===== config.mk =====
export PLATFORM = sky130hd
export DESIGN_NAME = shift_serializer
export DESIGN_NICKNAME = d
export VERILOG_FILES = /design/src/rtl/shift_serializer.sv
export SDC_FILE = /design/constraint.sdc
export NUM_CORES = 1
export LEC_CHECK = 0
export BUFFER_PORTS_ARGS = -buffer_cell sky130_fd_sc_hd__buf_2
export CAP_MARGIN = 40
export CORE_MARGIN = 5
export CORE_UTILIZATION = 28
export DETAILED_ROUTE_END_ITERATION = 12
export SYNTH_ARGS = -nofsm -noshare
export SYNTH_HDL_FRONTEND = slang
export SYNTH_SLANG_ARGS = --single-unit

===== constraint.sdc =====
create_clock -name clk -period 2.2 [get_ports clk]
set_clock_uncertainty 0.05 [all_clocks]
set_input_delay 0.22 -clock clk [delete_from_list [all_inputs] [get_ports clk]]
set_output_delay 0.22 -clock clk [all_outputs]
set_load 0.005 [all_outputs]

===== src/rtl/shift_serializer.sv =====
// shift_serializer: parallel-load shift register that emits STEP bits per beat,
// with logical/rotate/arithmetic/serial-fill modes and a load/done handshake.
module shift_serializer #(
    parameter int WIDTH = 8,
    parameter int STEP  = 1
) (
    input  logic             clk,
    input  logic             rst,
    input  logic             load_valid,
    output logic             load_ready,
    input  logic [WIDTH-1:0] data_in,
    input  logic             dir,
    input  logic [1:0]       mode,
    input  logic [STEP-1:0]  ser_in,
    input  logic             en_shift,
    output logic [WIDTH-1:0] data_out,
    output logic [STEP-1:0]  ser_out,
    output logic             ser_valid,
    output logic             busy,
    output logic             done
);
    localparam int BEATS = WIDTH / STEP;
    localparam int CW = $clog2(BEATS + 1);
    localparam logic [0:0] IDLE  = 1'b0;
    localparam logic [0:0] SHIFT = 1'b1;

    logic [0:0]       state_q, state_d;
    logic [WIDTH-1:0] data_q, data_d, shifted;
    logic [CW-1:0]    cnt_q, cnt_d;
    logic             dir_q, dir_d;
    logic [1:0]       mode_q, mode_d;
    logic [STEP-1:0]  ser_q, ser_d, out_bits, fill;
    logic             sv_q, done_q, load, beat, last;

    assign load     = load_valid && state_q == IDLE;
    // the cnt_q guard keeps the counter from ever wrapping below zero
    assign beat     = state_q == SHIFT && en_shift && cnt_q != '0;
    assign last     = beat && cnt_q == CW'(1);
    assign out_bits = dir_q ? data_q[STEP-1:0] : data_q[WIDTH-1 -: STEP];

    always_comb begin
        fill    = mode_q == 2'b01 ? out_bits :
                  mode_q == 2'b11 ? ser_in :
                  (mode_q == 2'b10 && dir_q) ? {STEP{data_q[WIDTH-1]}} : '0;
        shifted = dir_q ? {fill, data_q[WIDTH-1:STEP]} : {data_q[WIDTH-STEP-1:0], fill};
        state_d = load ? SHIFT : last ? IDLE : state_q;
        data_d  = load ? data_in : beat ? shifted : data_q;
        cnt_d   = load ? CW'(BEATS) : beat ? cnt_q - CW'(1) : cnt_q;
        dir_d   = load ? dir : dir_q;
        mode_d  = load ? mode : mode_q;
        ser_d   = beat ? out_bits : ser_q;
    end

    always_ff @(posedge clk or posedge rst) begin
        if (rst) begin
            state_q <= IDLE;
            data_q  <= '0;
            cnt_q   <= '0;
            dir_q   <= 1'b0;
            mode_q  <= 2'b00;
            ser_q   <= '0;
            sv_q    <= 1'b0;
            done_q  <= 1'b0;
        end else begin
            state_q <= state_d;
            data_q  <= data_d;
            cnt_q   <= cnt_d;
            dir_q   <= dir_d;
            mode_q  <= mode_d;
            ser_q   <= ser_d;
            sv_q    <= beat;
            done_q  <= last;
        end
    end

    assign load_ready = state_q == IDLE;
    assign busy       = state_q == SHIFT;
    assign data_out   = data_q;
    assign ser_out    = ser_q;
    assign ser_valid  = sv_q;
    assign done       = done_q;
endmodule


; Word-level counts from Yosys, hierarchy flattened
; Cells that the tools add are included.
[classes]
addsub = 1
n_eq_ne = 4
mux = 11
bitwise = 1
reduce_logical = 8
[ops]
columns = op, count
row1 = $mux W8, 3
row2 = $mux W4, 2
row3 = $mux W1, 6
row4 = $logic_and A1 B1 Y1, 5
row5 = $eq A2 B2 Y1 const B, 2
row6 = $eq A4 B1 Y1 const B, 1
row7 = $reduce_bool A2 Y1, 2
row8 = $reduce_bool A4 Y1, 1
row9 = $sub A4 B1 Y4 const B, 1
row10 = $eq A2 B1 Y1 const B, 1
row11 = $not A1 Y1, 1
[totals]
regBits = 19
in_bits = 16
output_inout_bits = 13
wordCells = 33

; Logic depth before layout (Yosys ltp)
; Gate-level depths: netlist of the first run.
[logic_depth]
word_depth = 8
depth_mapped = 7
ltp_nobuf = 6

; Least setup slack after synthesis of the first run
; OpenSTA, ideal clock, no wires.
[synth_timing]
path_type = flip-flop to flip-flop
from = reg cnt_q[0]
to = reg state_q, in the netlist busy
setup_ns = 0.138
t_arrival_ns = 1.232
t_required_ns = 2.012
slack_ns = 0.780
path_stages_with_launch = 8
path_buffers = 1
period_less_slack_ns = 1.420
path_cell_list = dfrtp_1 -> inv_1 -> ha_1 -> a21o_1 -> buf_6 -> inv_2 -> and3_1 -> o21ai_1
[synth_via]
elab_chain_cells = 4
word_cells_on_any_way = 5
cone_classes = eq/ne (1) / reduce/logical (4)
[synth_rtl]
columns = element, line
row1 = start: declaration, 29  ; logic [CW-1:0] cnt_q, cnt_d;
row2 = start signal: assignment, 67  ; cnt_q <= cnt_d;
row3 = $reduce_bool A4 Y1, 37  ; assign beat = state_q == SHIFT && en_shift && cnt_q != '0;
row4 = $logic_and A1 B1 Y1, 37
row5 = named net beat, 33  ; logic sv_q, done_q, load, beat, last;
row6 = $logic_and A1 B1 Y1, 38  ; assign last = beat && cnt_q == CW'(1);
row7 = named net last, 33
row8 = $reduce_bool A2 Y1 (no source line), --
row9 = end signal: assignment, 65  ; state_q <= state_d;
row10 = end: declaration, 27  ; logic [0:0] state_q, state_d;
; The timed path passes the listed nets, and every way through them passes these cells.
; A chain may end at the register's enable or synchronous reset.

; Final worst setup path of the first run
; Same ends and word-level chain as after synthesis.

==> flow_metrics.env, run 1 <==
export IMPL_cts_tree="done"
export IMPL_hold_depth=3
export IMPL_cts_buffer_depth=2
export IMPL_cts_sinks=19
export IMPL_hold_path_startpoint="mode[0]"
export IMPL_rows=21
export IMPL_drt_iter0_drc=41
export IMPL_io_pins=29
export IMPL_startpoint_type="flip-flop"
export IMPL_wl_microns=2243
export IMPL_reg2reg_from="cnt_q[0]"
export IMPL_powerDensity_nw_per_um2=1238
export IMPL_holdPathEnd="mode_q[0]"
export IMPL_cp_slowest_cell="a21o_1"
export IMPL_p_leak_nw=0.5835
export IMPL_drv_slew=0
export IMPL_fmax_ghz=0.5515
export IMPL_timing_final_crit_period_ns=1.813
export IMPL_port_buffers=28
export IMPL_avgViaCountPerCell=4.644
export IMPL_drt_pass1_iter_count=4
export IMPL_overflow=0
export IMPL_avgSynthCellArea_sq_um=9.706
export IMPL_grtUsageTotal=0.1057
export IMPL_clkTransAtPathRegs_ns=0.12
export IMPL_finalCritPeriodShare=0.8242
export IMPL_reg2reg_slack_ns=0.39
export IMPL_path_max_fanout=19
export IMPL_cts_htree_levels=1
export IMPL_dieArea_sq_um=4703
export IMPL_reg2regPathDepth=6
export IMPL_post_cts_resized=0
export IMPL_ys_ff_latch=19
export IMPL_holdWs_ns=0.03844
export IMPL_ys_types=27
export IMPL_vias=808
export IMPL_areaGrowthSynthToFinish_pct=22.27
export IMPL_yosysTopAreaCell="dfrtp_1"
export IMPL_fillers=361
export IMPL_die_h_microns=68.58
export IMPL_multi_input_area_sq_um=437.9
export IMPL_synth_flop_cell="dfrtp_1"
export IMPL_final_layout_size_suffix_gt1_frac=0.2813
export IMPL_max_slew_margin_rel=0.5162
export IMPL_syn_area_sq_um=960.9
export IMPL_synthTopCellsByArea="dfrtp_1, mux2i_1, nand2_1"
export IMPL_peakVddDrop_mv=0.5299
export IMPL_timing_rr_end="busy"
export IMPL_crit_chain="inv_1 -> ha_1 -> a21o_1 -> inv_2 -> and3_1 -> o21ai_1"
export IMPL_tns_ns=0
export IMPL_grt_pass1_vias=801
export IMPL_yosysWarningCount=0
export IMPL_nets=148
export IMPL_initial_core_util=0.2880
export IMPL_drv_cap=0
export IMPL_drc=0
export IMPL_routedWlPerCell_microns=12.89
export IMPL_hold_path_class="primary input to flip-flop"
export IMPL_synth_most_common_cell="nand2_1"
export IMPL_root_buffer="clkbuf_4"
export IMPL_clk_latency_ns=0.31
export IMPL_diodes=0
export IMPL_status="complete, no violations"
export IMPL_finalSetupViolCount=0
export IMPL_worst_ep_arrival_time_ns=1.99
export IMPL_core_area_sq_um=3337
export IMPL_critPathMaxStageDelay_ns=0.47
export IMPL_seq_area_frac_synth=0.4948
export IMPL_synth_nets=118
export IMPL_async_reset_ff_frac=1.000
export IMPL_dp_hpwl_microns=1649
export IMPL_fin_total_pwr_mw=1.455
export IMPL_antenna_left=0
export IMPL_end_kind="flip-flop"
export IMPL_syn_inst=99
export IMPL_cts_made_buffers=3
export IMPL_finish_instance_area_sq_um=1175
export IMPL_hold_viol=0
export IMPL_critPathKind="flip-flop to flip-flop"
export IMPL_synth_common_cells="nand2_1, dfrtp_1, mux2i_1"
export IMPL_grt_start_max_net_pins=20
export IMPL_yosysTopAreaCellShare=0.4948
export IMPL_required_ns=2.38
export IMPL_rsz0062_at_grt="no"
export IMPL_dpl_cell_area_sq_um=1137
export IMPL_fp_dieW_microns=68.58
export IMPL_grt_pass1_wl_microns=3663
export IMPL_worstMarginPinSlew_ns=0.7249
export IMPL_regArea_sq_um=475.5
export IMPL_antenna_found_initial=0
export IMPL_synth_edf_count=0
export IMPL_globalplace_congestion=0.7557
state kept, by name, indices dropped and copies added, names as in the netlist:
name and flops:
dir_q 1, busy 1, ser_out 1, data_out 8
cnt_q 4, done 1, mode_q 2, ser_valid 1
logic make-up after synthesis:
family                     count (synthesis)  synth area share
AOI/OAI and AO/OA                         17            0.1263
DFF                                       19            0.4948
xor gates and xnor gates                   1          0.009116
buffers and inverters                     10           0.04947
adders and majority gates                  3           0.03907
muxes                                     10            0.1055
and+or+nand+nor                           39            0.1758
worst max path at each step:
stage                  start       end
global route        cnt_q[0]  cnt_q[3]
detailed placement  cnt_q[0]  cnt_q[3]
global placement    cnt_q[0]      busy
finish              cnt_q[0]      busy
floorplan           cnt_q[0]      busy
CTS                 cnt_q[0]      busy
area by class of cell:
type / count / share of cell area
sequential: 19 / 0.4047
multi-input combinational: 70 / 0.3727
timing repair buffer: 30 / 0.1342
tap: 46 / 0.04899
clock buffer: 3 / 0.01917
inverter: 5 / 0.01597
clock inverter: 1 / 0.004260
metal layers:
metal,wire (microns),track usage,part of all wire
met3,216,0.04700,0.096
met1,994,0.1277,0.44
met4,17,0.02233,0.0076
met5,0,0,0
met2,1016,0.1728,0.45
worst max-delay path: cells and delay by family, from the launching register on:
kind,cells,cell delay (ns)
AO/OA/AOI/OAI,2,0.58
flip-flops,1,0.44
buffers and inverters,2,0.29
AND/OR/NAND/NOR,1,0.24
adder cells (fa/ha/maj),1,0.15
where the power goes:
group          internal [mW]  switching [mW]
clock                 0.0679           0.119
combinational          0.299           0.296
sequential             0.495           0.179
total                  0.862           0.593
cell usage in the layout, fill, tap and decap left out:
master / instances
nor2_1: 5
a311o_1: 1
buf_4: 1
xnor2_1: 1
inv_2: 1
nand3_1: 7
a31oi_1: 1
dfrtp_1: 19
nand3b_1: 1
nor3_1: 1
inv_1: 4
mux2_2: 1
nor2b_1: 1
a21o_1: 1
a211oi_1: 1
a211oi_2: 1
ha_1: 3
buf_2: 28
a21oi_1: 3
dlygate4sd3_1: 1
and3_1: 1
nor3b_1: 1
o211ai_1: 7
clkbuf_4: 3
clkinv_2: 1
nand2_1: 22
o21ai_1: 1
o21ai_0: 1
mux2i_1: 9
timing repair:
action / CTS / global route
hold buffers: 1 / 0
hold endpoints to repair: 11 / 0
buffers inserted: 0 / 0
per-stage QoR:
step	instances	worst slack, ns	util
global placement	169	0.4928	0.3408
detailed placement	169	0.4062	0.3408
floorplan	99	0.7801	-
CTS	174	0.3854	0.3521
global route	174	0.1947	0.3521
finish	174	0.3868	0.3521
Power figures use the tool's default switching activity.
==> run 2, diff against run 1 <==
- clock period: 2.2 -> 1.6 ns (I/O delays scaled with it)
==> flow_metrics.env, run 2 (same netlist as run 1, synthesis figures left out) <==
export IMPL_end_kind="flip-flop"
export IMPL_port_buffers=28
export IMPL_cp_slowest_cell="dfrtp_1"
export IMPL_crit_chain="inv_1 -> ha_1 -> a21o_1 -> inv_2 -> and3_1 -> o21ai_1"
export IMPL_areaGrowthSynthToFinish_pct=25.91
export IMPL_largest_reg_flops=8
export IMPL_initial_core_util=0.2880
export IMPL_drt_pass1_iter_count=4
export IMPL_root_buffer="clkbuf_4"
export IMPL_nets=152
export IMPL_antenna_left=0
export IMPL_clk_latency_ns=0.30
export IMPL_layout_common_cells="buf_2, nand2_1, dfrtp_1"
export IMPL_worst_path_buf_inv=2
export IMPL_post_cts_resized=0
export IMPL_grt_pass1_wl_microns=3698
export IMPL_overflow=0
export IMPL_cts_tree="done"
export IMPL_vias=803
export IMPL_critPathMaxStageDelay_ns=0.42
export IMPL_post_cts_buffers=0
export IMPL_worstMarginPinSlew_ns=0.5173
export IMPL_antenna_found_initial=0
export IMPL_drt_iter0_drc=52
export IMPL_wl_microns=2198
export IMPL_cts_buffer_depth=2
export IMPL_io_pins=29
export IMPL_reg2regPathDepth=6
export IMPL_routedWlPerCell_microns=12.35
export IMPL_reg2reg_from="cnt_q[0]"
export IMPL_final_core_util=0.3626
export IMPL_grt_pass1_vias=809
export IMPL_cts_made_buffers=3
export IMPL_core_area_sq_um=3337
export IMPL_crit_end="busy"
export IMPL_timing_rr_end="busy"
export IMPL_required_ns=1.73
export IMPL_path_max_fanout=8
export IMPL_critPathKind="flip-flop to flip-flop"
export IMPL_cts_sinks=19
export IMPL_max_slew_margin_rel=0.6551
export IMPL_dieArea_sq_um=4703
export IMPL_tns_ns=0
export IMPL_cp_depth=6
export IMPL_cts_hold_buffers=3
export IMPL_grt_start_max_net_pins=20
export IMPL_drv_slew=0
export IMPL_fillers=358
export IMPL_status="complete, no violations"
export IMPL_fp_dieW_microns=68.58
export IMPL_powerDensity_nw_per_um2=1654
export IMPL_rows=21
export IMPL_finalCritPeriodShare=0.9202
export IMPL_rsz0062_at_grt="no"
export IMPL_hold_path_class="primary input to flip-flop"
export IMPL_hold_viol=0
export IMPL_cts_htree_levels=1
export IMPL_worst_ep_arrival_time_ns=1.60
export IMPL_timing_final_crit_period_ns=1.472
export IMPL_fmax_ghz=0.6792
export IMPL_startpoint_type="flip-flop"
export IMPL_clkTransAtPathRegs_ns=0.11
export IMPL_diodes=0
export IMPL_avgViaCountPerCell=4.511
export IMPL_p_leak_nw=0.6014
export IMPL_drc=0
export IMPL_drv_cap=0
export IMPL_dp_hpwl_microns=1653
export IMPL_reg2reg_slack_ns=0.13
export IMPL_grtUsageTotal=0.1042
export IMPL_globalplace_congestion=0.7154
export IMPL_hold_depth=3
export IMPL_die_h_microns=68.58
export IMPL_path_delay_family="flip-flops"
export IMPL_peakVddDrop_mv=0.6046
export IMPL_finalSetupViolCount=0
export IMPL_final_layout_size_suffix_gt1_frac=0.2879
export IMPL_final_common_cell="buf_2"
export IMPL_critPathLaunch="cnt_q[0]"
export IMPL_fin_total_pwr_mw=2.002
[run 2: cell count changes in the layout (fill, tap and decap cells not counted)]
cell / delta
buf_4: +2
dlygate4sd3_1: +2
[run 2: how the worst min path moves through the flow]
stage,start,end,slack [ns]
6_report,mode[1],mode_q[1],0.01
5_1_grt,mode[1],mode_q[1],0.0009
4_1_cts,mode[1],mode_q[1],0.002
3_5_place_dp,rst,ser_valid,0.14
3_3_place_gp,rst,cnt_q[0],0.14
2_1_floorplan,rst,busy,0.06
[run 2: through the flow]
step / setup WS (ns) / cells / cell area [sq um] / hold WS (ns)
final: 0.1276 / 178 / 1210 / 0.01102
after global routing: 0.01503 / 178 / 1210 / 0.0008939
after CTS: 0.1194 / 178 / 1210 / 0.001952
after detailed placement: 0.1431 / 171 / 1152 / 0.1415
after global placement: 0.2004 / 171 / 1152 / 0.1416
after floorplan: 0.1801 / 99 / 960.9 / 0.06113
[run 2: worst min-delay path, cell delays in order]
cell	delay, ns
buf_2	0.08
nand2_1	0.04
nand2_1	0.05
[run 2: routing by layer]
layer  track usage  routed length [microns]
met2        0.1645                      975
met5             0                        0
met4       0.02233                        0
met3       0.03566                      168
met1        0.1374                     1055
[run 2: area by class of cell]
class	count	area, sq um	share of cell area
clock buffer	3	22.52	0.01861
timing repair buffer	34	192.7	0.1593
inverter	5	18.77	0.01551
clock inverter	1	5.005	0.004137
tap	46	57.56	0.04757
sequential	19	475.5	0.3930
multi-input combinational	70	437.9	0.3619
[run 2: report_power, final]
group | internal, mW | total, mW | switching [mW]
sequential | 0.681 | 0.919 | 0.238
clock | 0.0933 | 0.245 | 0.152
combinational | 0.425 | 0.837 | 0.412
==> run 3, diff against run 2 <==
- ABC_AREA: unset -> 1
==> flow_metrics.env, run 3 <==
export IMPL_status="complete, no violations"
export IMPL_synthTopCellsByArea="dfrtp_1, nand2_1, o21ai_0"
export IMPL_rows=22
export IMPL_io_pins=29
export IMPL_final_core_util=0.3589
export IMPL_fmax_ghz=0.6868
export IMPL_clk_latency_ns=0.25
export IMPL_critPathKind="flip-flop to flip-flop"
export IMPL_combPwrFrac=0.512
export IMPL_vias=947
export IMPL_end_kind="flip-flop"
export IMPL_ys_types=24
export IMPL_cts_htree_levels=1
export IMPL_startpoint_type="flip-flop"
export IMPL_synth_nets=154
export IMPL_drt_iter0_drc=26
export IMPL_cts_hold_buffers=1
export IMPL_required_ns=1.73
export IMPL_synth_common_cells="nand2_1, dfrtp_1, o21ai_0"
export IMPL_timing_final_crit_period_ns=1.456
export IMPL_seq_area_frac_synth=0.4348
export IMPL_dieArea_sq_um=5256
export IMPL_synth_edf_count=0
export IMPL_fillers=397
export IMPL_globalplace_congestion=0.7362
export IMPL_max_slew_margin_rel=0.7617
export IMPL_post_cts_buffers=0
export IMPL_path_max_fanout=13
export IMPL_hold_path_startpoint="mode[1]"
export IMPL_dpl_cell_area_sq_um=1279
export IMPL_finalCritPeriodShare=0.9100
export IMPL_synth_most_common_cell="nand2_1"
export IMPL_sequentialPowerShare=0.354
export IMPL_final_common_cell="nand2_1"
export IMPL_yosysTopAreaCellShare=0.4348
export IMPL_syn_inst=135
export IMPL_routedWlPerCell_microns=10.95
export IMPL_finish_instance_area_sq_um=1334
export IMPL_dp_hpwl_microns=1815
export IMPL_cts_sinks=19
export IMPL_synth_flop_cell="dfrtp_1"
export IMPL_nets=187
export IMPL_synthXorXnorAreaFrac=0.008009
export IMPL_largest_reg_flops=8
export IMPL_die_h_microns=72.50
export IMPL_synthSimpleGateAreaFrac=0.2609
export IMPL_syn_area_sq_um=1094
export IMPL_port_buffers=28
export IMPL_hold_path_class="primary input to flip-flop"
export IMPL_muxShareOfSynthArea=0
export IMPL_grt_pass1_vias=948
export IMPL_wl_microns=2354
export IMPL_yosysTopAreaCell="dfrtp_1"
export IMPL_worstMarginPinSlew_ns=0.3570
export IMPL_cts_made_buffers=3
export IMPL_grt_start_max_net_pins=20
export IMPL_avgSynthCellArea_sq_um=8.100
export IMPL_peakVddDrop_mv=0.4112
export IMPL_tns_ns=0
export IMPL_powerDensity_nw_per_um2=1796
export IMPL_initial_core_util=0.2943
export IMPL_layout_common_cells="nand2_1, buf_2, dfrtp_1"
export IMPL_cts_buffer_depth=2
export IMPL_drt_pass1_iter_count=2
export IMPL_avgViaCountPerCell=4.405
export IMPL_fin_total_pwr_mw=2.396
export IMPL_intPower_mw=1.374
export IMPL_fp_dieW_microns=72.50
export IMPL_drv_cap=0
export IMPL_yosysWarningCount=0
export IMPL_core_area_sq_um=3716
export IMPL_grt_pass1_wl_microns=4084
export IMPL_reg2reg_from="cnt_q[1]"
export IMPL_p_leak_nw=0.7054
export IMPL_clkTransAtPathRegs_ns=0.07
export IMPL_hold_viol=0
export IMPL_areaGrowthSynthToFinish_pct=21.97
export IMPL_final_layout_size_suffix_gt1_frac=0.3114
export IMPL_finalSetupViolCount=0
export IMPL_post_cts_resized=0
export IMPL_root_buffer="clkbuf_8"
export IMPL_switching_share=0.4263
export IMPL_critPathLaunch="cnt_q[1]"
export IMPL_antenna_left=0
export IMPL_synth_top_family_by_area="simple AND/OR/NAND/NOR gates"
export IMPL_overflow=0
export IMPL_worst_ep_arrival_time_ns=1.59
export IMPL_rsz0062_at_grt="no"
export IMPL_clkPwrFrac=0.134
export IMPL_synth_compound_area_frac=0.1648
export IMPL_ys_ff_latch=19
export IMPL_cts_tree="done"
export IMPL_power_switching_mw=1.021
export IMPL_antenna_found_initial=0
export IMPL_grtUsageTotal=0.09557
export IMPL_drc=0
export IMPL_diodes=0
export IMPL_async_reset_ff_frac=1.000
export IMPL_synth_fa_ha_area_frac=0.03432
export IMPL_holdWs_ns=0.05316
export IMPL_drv_slew=0
run 3: cell types whose count changed in the layout (fill, tap and decap cells not counted), sizes merged, moves of 2 or more:
| cell | delta |
|---|---|
| nand2 | +27 |
| dlygate4sd3 | -2 |
| o211ai | -7 |
| mux2i | -9 |
| nand3 | -2 |
| nor2 | +4 |
| a211oi | -2 |
| o21ai | +20 |
| inv | +12 |
run 3: final cells by class:
type / count / area (sq um) / area share
Clock buffer: 4 / 45.04 / 0.03377
Inverter: 17 / 68.82 / 0.05159
Multi-Input combinational cell: 95 / 511.7 / 0.3837
Sequential cell: 19 / 475.5 / 0.3565
Tap cell: 48 / 60.06 / 0.04503
Timing Repair Buffer: 32 / 172.7 / 0.1295
run 3: power groups by stage:
stage	registers (mW)	logic, mW	clock network (mW)
after floorplan	0.833	0.962	0
after global placement	0.863	1.23	0
after detailed placement	0.859	1.25	0
after CTS	0.855	1.25	0.329
after global routing	0.888	1.41	0.341
final	0.848	1.23	0.320
run 3: metrics by stage:
stage / setup slack (ns) / std cells
2_1_floorplan: 0.1763 / 135
6_report: 0.1440 / 215
4_1_cts: 0.1334 / 215
3_5_place_dp: 0.1488 / 210
5_1_grt: 0.0001138 / 215
3_3_place_gp: 0.2001 / 210
run 3: worst paths after layout:
| kind | slack [ns] | depth (start not counted) | end |
|---|---|---|---|
| worst max-delay path | 0.14 | 7 | data_out[6] |
| worst min-delay path | 0.05 | 3 | mode_q[1] |
| worst max register to register | 0.14 | 7 | data_out[6] |
| worst min register to register | 0.47 | 2 | mode_q[1] |
| max in group asynchronous | 0.88 | 4 | data_out[7] |
| min in group asynchronous | 0.42 | 4 | done |
run 3: cell families (layout without fill, tap and decap cells):
family / Yosys count / count (layout)
AOI/OAI and AO/OA: 27 / 27
xor gates and xnor gates: 1 / 1
adders and majority gates: 3 / 3
buffers and inverters: 21 / 53
DFF: 19 / 19
and+or+nand+nor: 64 / 64
run 3: per-layer routing:
layer | GRT usage | vias up | routed length [microns]
met5 | 0 | - | 0
met4 | 0.03074 | 0 | 36
met3 | 0.02355 | 5 | 138
met2 | 0.1759 | 18 | 1130
met1 | 0.1071 | 431 | 1049
li1 | - | 493 | -
run 3: critical path, cell delays in order (launching register included):
cell     delay, ns
dfrtp_1       0.35
inv_1         0.09
ha_1          0.23
a21oi_4       0.30
nor2_8        0.08
inv_6         0.14
nand2_1       0.09
o21ai_2       0.06
